File: src/rtl/spiral_header_deframer_if.sv
// Byte-stream input and decoded-header output bundle for the SPIRAL header deframer.
// The master side feeds bytes and consumes headers; the slave side is the deframer.
interface spiral_header_deframer_if;
    logic [7:0]  in_byte;
    logic        in_valid;
    logic        in_ready;
    logic        hdr_valid;
    logic        hdr_ready;
    logic [31:0] base_address;
    logic [4:0]  phase_entropy_index;
    logic [2:0]  complecount_trace;
    logic [7:0]  fallback_vector;
    logic [3:0]  somatic_coherence;
    logic        verbal_override;
    logic        chk_err;
    logic        fmt_err;
    logic        timeout_err;
    logic [15:0] frame_count;
    logic [7:0]  err_count;

    modport master (
        output in_byte, in_valid, hdr_ready,
        input  in_ready, hdr_valid, base_address, phase_entropy_index, complecount_trace,
               fallback_vector, somatic_coherence, verbal_override,
               chk_err, fmt_err, timeout_err, frame_count, err_count
    );

    modport slave (
        input  in_byte, in_valid, hdr_ready,
        output in_ready, hdr_valid, base_address, phase_entropy_index, complecount_trace,
               fallback_vector, somatic_coherence, verbal_override,
               chk_err, fmt_err, timeout_err, frame_count, err_count
    );
endinterface

File: src/rtl/spiral_header_deframer.sv
// Sync-hunting deframer for the 9-byte SPIRAL consent header: XOR checksum,
// reserved-bit check, idle timeout, and a held header on a valid/ready handshake.
module spiral_header_deframer #(
    parameter logic [7:0]  SYNC_BYTE      = 8'hA5,
    parameter int unsigned TIMEOUT_CYCLES = 16
) (
    input  logic                    clk,
    input  logic                    rst,
    spiral_header_deframer_if.slave bus
);
    typedef enum logic [1:0] {
        HUNT = 2'd0,
        BODY = 2'd1,
        HOLD = 2'd2
    } state_t;

    localparam logic [7:0] IDLE_LAST = 8'(TIMEOUT_CYCLES - 1);

    state_t          state_q, state_d;
    logic [3:0]      idx_q, idx_d;
    logic [7:0]      xor_q, xor_d;
    logic [7:0]      idle_q, idle_d;
    logic [7:1][7:0] shadow_q, shadow_d;
    logic [7:1][7:0] hdr_q, hdr_d;
    logic            hdr_valid_q, hdr_valid_d;
    logic            in_ready_q, in_ready_d;
    logic            chk_err_q, chk_err_d;
    logic            fmt_err_q, fmt_err_d;
    logic            timeout_err_q, timeout_err_d;
    logic [15:0]     frame_count_q, frame_count_d;
    logic [7:0]      err_count_q, err_count_d;
    logic            accept_s;
    logic            drop_s;

    // Reserved bits of byte 7 must be zero for a well-formed header.
    function automatic logic reserved_bad(input logic [7:0] b7);
        return (b7[2:0] != 3'b000);
    endfunction

    assign accept_s = bus.in_valid && in_ready_q;

    // Next-state, frame assembly, validation and counter updates.
    always_comb begin
        state_d       = state_q;
        idx_d         = idx_q;
        xor_d         = xor_q;
        idle_d        = idle_q;
        shadow_d      = shadow_q;
        hdr_d         = hdr_q;
        chk_err_d     = 1'b0;
        fmt_err_d     = 1'b0;
        timeout_err_d = 1'b0;
        frame_count_d = frame_count_q;
        drop_s        = 1'b0;
        case (state_q)
            HUNT: begin
                if (accept_s && (bus.in_byte == SYNC_BYTE)) begin
                    state_d = BODY;
                    idx_d   = 4'd1;
                    xor_d   = SYNC_BYTE;
                    idle_d  = 8'd0;
                end else begin
                    state_d = HUNT;
                end
            end
            BODY: begin
                if (accept_s) begin
                    idle_d = 8'd0;
                    if (idx_q == 4'd8) begin
                        idx_d = 4'd0;
                        xor_d = 8'd0;
                        // Checksum is judged before the reserved bits.
                        if (xor_q != bus.in_byte) begin
                            chk_err_d = 1'b1;
                            drop_s    = 1'b1;
                            state_d   = HUNT;
                        end else if (reserved_bad(shadow_q[7])) begin
                            fmt_err_d = 1'b1;
                            drop_s    = 1'b1;
                            state_d   = HUNT;
                        end else begin
                            hdr_d         = shadow_q;
                            frame_count_d = frame_count_q + 16'd1;
                            state_d       = HOLD;
                        end
                    end else begin
                        shadow_d[idx_q[2:0]] = bus.in_byte;
                        xor_d                = xor_q ^ bus.in_byte;
                        idx_d                = idx_q + 4'd1;
                    end
                end else if (idle_q == IDLE_LAST) begin
                    timeout_err_d = 1'b1;
                    drop_s        = 1'b1;
                    state_d       = HUNT;
                    idle_d        = 8'd0;
                    idx_d         = 4'd0;
                    xor_d         = 8'd0;
                end else begin
                    idle_d = idle_q + 8'd1;
                end
            end
            HOLD: begin
                if (bus.hdr_ready) begin
                    state_d = HUNT;
                end else begin
                    state_d = HOLD;
                end
            end
            default: begin
                state_d = HUNT;
                idx_d   = 4'd0;
                xor_d   = 8'd0;
                idle_d  = 8'd0;
            end
        endcase
        err_count_d = (drop_s && (err_count_q != 8'hFF)) ? (err_count_q + 8'd1) : err_count_q;
        hdr_valid_d = (state_d == HOLD);
        in_ready_d  = (state_d != HOLD);
    end

    // State and output registers with synchronous reset.
    always_ff @(posedge clk) begin
        if (rst) begin
            state_q       <= HUNT;
            idx_q         <= 4'd0;
            xor_q         <= 8'd0;
            idle_q        <= 8'd0;
            shadow_q      <= '0;
            hdr_q         <= '0;
            hdr_valid_q   <= 1'b0;
            in_ready_q    <= 1'b1;
            chk_err_q     <= 1'b0;
            fmt_err_q     <= 1'b0;
            timeout_err_q <= 1'b0;
            frame_count_q <= 16'd0;
            err_count_q   <= 8'd0;
        end else begin
            state_q       <= state_d;
            idx_q         <= idx_d;
            xor_q         <= xor_d;
            idle_q        <= idle_d;
            shadow_q      <= shadow_d;
            hdr_q         <= hdr_d;
            hdr_valid_q   <= hdr_valid_d;
            in_ready_q    <= in_ready_d;
            chk_err_q     <= chk_err_d;
            fmt_err_q     <= fmt_err_d;
            timeout_err_q <= timeout_err_d;
            frame_count_q <= frame_count_d;
            err_count_q   <= err_count_d;
        end
    end

    assign bus.in_ready            = in_ready_q;
    assign bus.hdr_valid           = hdr_valid_q;
    assign bus.base_address        = {hdr_q[1], hdr_q[2], hdr_q[3], hdr_q[4]};
    assign bus.phase_entropy_index = hdr_q[5][7:3];
    assign bus.complecount_trace   = hdr_q[5][2:0];
    assign bus.fallback_vector     = hdr_q[6];
    assign bus.somatic_coherence   = hdr_q[7][7:4];
    assign bus.verbal_override     = hdr_q[7][3];
    assign bus.chk_err             = chk_err_q;
    assign bus.fmt_err             = fmt_err_q;
    assign bus.timeout_err         = timeout_err_q;
    assign bus.frame_count         = frame_count_q;
    assign bus.err_count           = err_count_q;
endmodule

File: src/flat_wrapper.sv
// flat-port wrapper written by rule: the top's interface ports become plain ports
module spiral_header_deframer_flat 
#(
    parameter logic [7:0]  SYNC_BYTE      = 8'hA5,
    parameter int unsigned TIMEOUT_CYCLES = 16
)
  (clk, rst, bus_in_byte, bus_in_valid, bus_hdr_ready, bus_in_ready, bus_hdr_valid, bus_base_address, bus_phase_entropy_index, bus_complecount_trace, bus_fallback_vector, bus_somatic_coherence, bus_verbal_override, bus_chk_err, bus_fmt_err, bus_timeout_err, bus_frame_count, bus_err_count);
  spiral_header_deframer_if bus_i ();
  input  logic clk;
  input  logic rst;
  input wire logic [$bits(bus_i.in_byte)-1:0] bus_in_byte;
  input wire logic [$bits(bus_i.in_valid)-1:0] bus_in_valid;
  input wire logic [$bits(bus_i.hdr_ready)-1:0] bus_hdr_ready;
  output wire logic [$bits(bus_i.in_ready)-1:0] bus_in_ready;
  output wire logic [$bits(bus_i.hdr_valid)-1:0] bus_hdr_valid;
  output wire logic [$bits(bus_i.base_address)-1:0] bus_base_address;
  output wire logic [$bits(bus_i.phase_entropy_index)-1:0] bus_phase_entropy_index;
  output wire logic [$bits(bus_i.complecount_trace)-1:0] bus_complecount_trace;
  output wire logic [$bits(bus_i.fallback_vector)-1:0] bus_fallback_vector;
  output wire logic [$bits(bus_i.somatic_coherence)-1:0] bus_somatic_coherence;
  output wire logic [$bits(bus_i.verbal_override)-1:0] bus_verbal_override;
  output wire logic [$bits(bus_i.chk_err)-1:0] bus_chk_err;
  output wire logic [$bits(bus_i.fmt_err)-1:0] bus_fmt_err;
  output wire logic [$bits(bus_i.timeout_err)-1:0] bus_timeout_err;
  output wire logic [$bits(bus_i.frame_count)-1:0] bus_frame_count;
  output wire logic [$bits(bus_i.err_count)-1:0] bus_err_count;
  assign bus_i.in_byte = bus_in_byte;
  assign bus_i.in_valid = bus_in_valid;
  assign bus_i.hdr_ready = bus_hdr_ready;
  assign bus_in_ready = bus_i.in_ready;
  assign bus_hdr_valid = bus_i.hdr_valid;
  assign bus_base_address = bus_i.base_address;
  assign bus_phase_entropy_index = bus_i.phase_entropy_index;
  assign bus_complecount_trace = bus_i.complecount_trace;
  assign bus_fallback_vector = bus_i.fallback_vector;
  assign bus_somatic_coherence = bus_i.somatic_coherence;
  assign bus_verbal_override = bus_i.verbal_override;
  assign bus_chk_err = bus_i.chk_err;
  assign bus_fmt_err = bus_i.fmt_err;
  assign bus_timeout_err = bus_i.timeout_err;
  assign bus_frame_count = bus_i.frame_count;
  assign bus_err_count = bus_i.err_count;
  spiral_header_deframer #(.SYNC_BYTE(SYNC_BYTE), .TIMEOUT_CYCLES(TIMEOUT_CYCLES)) u_core (.clk(clk), .rst(rst), .bus(bus_i));
endmodule
File: config.mk
export PLATFORM = sky130hd
export DESIGN_NAME = spiral_header_deframer_flat
export DESIGN_NICKNAME = d
export VERILOG_FILES = /design/src/rtl/spiral_header_deframer_if.sv /design/src/rtl/spiral_header_deframer.sv /design/src/flat_wrapper.sv
export SDC_FILE = /design/constraint.sdc
export NUM_CORES = 1
export LEC_CHECK = 0
export CAP_MARGIN = 20
export CORE_UTILIZATION = 30
export CTS_BUF_LIST = sky130_fd_sc_hd__clkbuf_4
export DETAILED_ROUTE_END_ITERATION = 6
export GPL_ROUTABILITY_DRIVEN = 0
export GPL_TIMING_DRIVEN = 0
export PLACE_DENSITY = 0.48
export SLEW_MARGIN = 20
export SYNTH_ARGS = -nofsm -noshare
export SYNTH_HDL_FRONTEND = slang
export SYNTH_SLANG_ARGS = --single-unit
export TNS_END_PERCENT = 50
File: constraint.sdc
create_clock -name clk -period 2.3 [get_ports clk]
set_clock_uncertainty 0.05 [all_clocks]
set_input_delay 0.69 -clock clk [delete_from_list [all_inputs] [get_ports clk]]
set_output_delay 0.69 -clock clk [all_outputs]
set_load 0.02 [all_outputs]
==> results.yml <==
critical_path:
  required_ns: 2.76
  path_max_fanout: 10
  path_class: "in2reg"
  endpoint_kind: "register"
  arrival_ns: 2.74
  cp-start-kind: "primary input"
detailed_routing:
  vias: 5286
  dr.pass1.iters: 4
  drt-total-wl_um: 17500
  drc: 0
  wire_per_inst_um: 15.5
  drt_iter0_drc: 216
  routed_via_density: 4.69
  maxUsedRoutingLayer: "met4"
  wl_met2_um: 8490
  m1WireLength_um: 8230
  detail-route-antenna-nets: 0
  wl_met3_um: 584
global_route:
  grt_pass1_wl_um: 27600
  grt_pass1_vias: 5229
  grt_overflow: 0
  track_usage_pct: 16.6
  grt_start_max_net_pins: 17
  antenna_found_initial: 1
sta:
  max_freq_mhz: 439
  hold_viol: 0
  setup_viol: 0
  slew-limit-headroom_pct: 50.3
  drv_slew: 0
  post-route-period-util_pct: 99.1
  rsz0062_at_grt: "true"
  worst_pin_slew_ns: 0.745
  finalWorstSetupSlack_ns: 0.0197
  min_period_ns: 2.28
synthesis:
  ys_warn_count: 0
  postSynthCellCount: 721
  syn_area_um2: 6330
  synth_edf_count: 0
  synth_top_area_share_pct: 50.6
  synth-seq-cells: 160
  synth_nets: 738
  async_flop_share_pct: 0
  synthDistinctLibCells: 42
  synth_area_leaders: "dfxtp_1 51%, mux2i_1 9.2%, nand2_1 7.1%"
  syn_area_per_cell_um2: 8.78
  synth_top_cell_by_area: "dfxtp_1"
  ys_seq_area_share_pct: 50.6
  synth_ff_type: "dfxtp_1"
pwr:
  p_leak_nw: 3.52
  power.density_nw_per_um2: 572
  ir_worst_vdd_v: 0.000258
  power_mw: 4.73
die:
  die-width_um: 147
  io_pins: 94
  row_count: 52
  dieArea_um2: 21700
  initial_core_util_pct: 31.0
  coreArea_um2: 20400
  die_h_um: 147
cells_and_area:
  num-fill-cells: 2079
  drive_above_1_share_pct: 13.1
  syn2layout_area_growth_pct: 30.6
  layout.nets: 859
flow_run:
  maxCapViolCount: 0
placement:
  place_hpwl_um: 12000
  port_buffers: 92
  pre_cts_slack_ns: -1.18
clock_tree:
  clock_sinks: 160
  htree_levels: 4
  hold_buffers: 0
  clockBufferDepth: 2
  clockRootBuffer: "clkbuf_4"
  clk_pin_slew_ns: 0.14
  clk_latency_ns: 0.57
  cts_tree: "done"
  cts_made_buffers: 17
status:
  status: "completed"
worst_hold_path:
  hp-class: "reg2reg"
per-stage QoR:
stage	instances	hold slack [ns]	cell area (um^2)	utilization [%]	setup TNS, ns
final	1126	0.406	8260	40.4	0
after global routing	1126	0.432	8260	40.4	-0.0394
after CTS	1127	0.412	8120	39.7	0
after detailed placement	1083	0.394	7590	37.1	-124.93
after global placement	1083	0.392	7590	37.1	-121.64
after floorplan	721	0.386	6330	-	0
cell usage after synthesis (7+ instances only):
library cell / count
nand2_1: 119
nand3b_1: 8
nand4_1: 10
xor2_1: 10
xnor2_1: 11
nor3_1: 12
nand3_1: 16
buf_2: 10
or3_1: 7
a21oi_1: 88
nor2_1: 99
clkbuf_1: 35
mux2i_1: 58
dfxtp_1: 160
o21ai_0: 16
placed cells by master, fill, tap and decap left out, types with 3 or more instances in the layout:
cell             Yosys  routed
buf_12               0       4
nand3b_1             8       8
dlymetal6s2s_1       0       7
nor3_2               0       5
or2_2                5       5
inv_1                6       6
dlygate4sd2_1        0      79
ha_1                 5       4
clkbuf_2             0       3
nand3_1             16      15
clkbuf_8             0       8
nor3_1              12       5
dfxtp_1            160     158
xnor2_1             11      11
o21ai_0             16      13
or3_1                7       5
clkbuf_4             0      23
mux2i_1             58      58
clkinvlp_4           0       3
nand2_1            119     118
nor2_1              99      96
or4_1                4       4
nor4_2               6       4
a21oi_2              0       4
a211oi_1             4       4
o21ai_1              0       3
nand4_1             10      10
buf_4                1      14
bufinv_16            0       3
xor2_1              10      10
clkdlybuf4s50_1      0       6
and3_1               3       3
clkbuf_1            35      21
a21oi_1             88      83
o31ai_1              3       3
inv_6                0       3
nor4_4               3       5
power breakdown:
group,switching [mW],total [mW],leakage (nW),internal (mW)
combinational,0.112,0.153,2.07,0.0416
clock,1.03,1.81,0.155,0.779
sequential,0.000508,2.77,1.29,2.77
cell type report:
cell class                      count  area [um^2]  area share, %
Antenna cell                        1         2.50         0.0303
Inverter                            8         37.5          0.454
Sequential cell                   160         3210           38.9
Clock buffer                       19          143           1.73
Clock inverter                     13          160           1.94
Timing Repair Buffer              105          987           11.9
Buffer                             44          293           3.54
Tap cell                          270          338           4.09
Multi-Input combinational cell    506         3090           37.4
logic make-up after synthesis:
group | share of synthesized area, %
and+or+nand+nor | 23.2
DFF | 50.6
AOI/OAI and AO/OA | 9.63
muxes | 9.18
buffers and inverters | 3.52
xor gates and xnor gates | 2.91
adders and majority gates | 0.989
registers in the layout, summed over array words and instances, names as in the netlist:
register	flops
u_core.shadow_q	56
u_core.bus.base_address	32
u_core.bus.frame_count	16
u_core.bus.err_count	8
u_core.bus.fallback_vector	8
u_core.idle_q	8
u_core.xor_q	8
u_core.bus.phase_entropy_index	5
u_core.bus.somatic_coherence	4
u_core.idx_q	4
u_core.bus.complecount_trace	3
u_core.state_q	2
u_core.bus.chk_err	1
u_core.bus.fmt_err	1
u_core.bus.hdr_valid	1
u_core.bus.in_ready	1
u_core.bus.timeout_err	1
u_core.bus.verbal_override	1
critical path, stage by stage:
cell and delay (ns):
clkdlybuf4s50_1 0.47, xor2_1 0.21, nor4_4 0.29, buf_4 0.18, nand3_2 0.13, nor2_4 0.17
buf_12 0.14, clkbuf_4 0.20, nand2_1 0.10, a21oi_1 0.16
metal layers:
metal | GRT usage (%) | vias up
li1 | - | 2692
met1 | 21.0 | 2482
met2 | 28.1 | 97
met3 | 3.35 | 15
met4 | 5.52 | 0
met5 | 0 | -
path summary, 6_finish.rpt:
check	slack, ns	endpoint	startpoint	cells after the start
worst min register to register	0.41	u_core.bus.fallback_vector[5]	u_core.bus.fallback_vector[5]	2
worst max-delay path	0.02	u_core.bus.base_address[2]	bus_in_byte[5]	10
worst max register to register	0.09	u_core.xor_q[2]	u_core.idle_q[4]	6
worst min-delay path	0.41	u_core.bus.fallback_vector[5]	u_core.bus.fallback_vector[5]	2
repair_timing:
action	in CTS	in global routing
resized for setup	135	42
setup endpoints to repair	200	91
setup buffers	13	0
pin swaps	8	5
gates cloned	1	0
(Power assumes the default switching activity.)
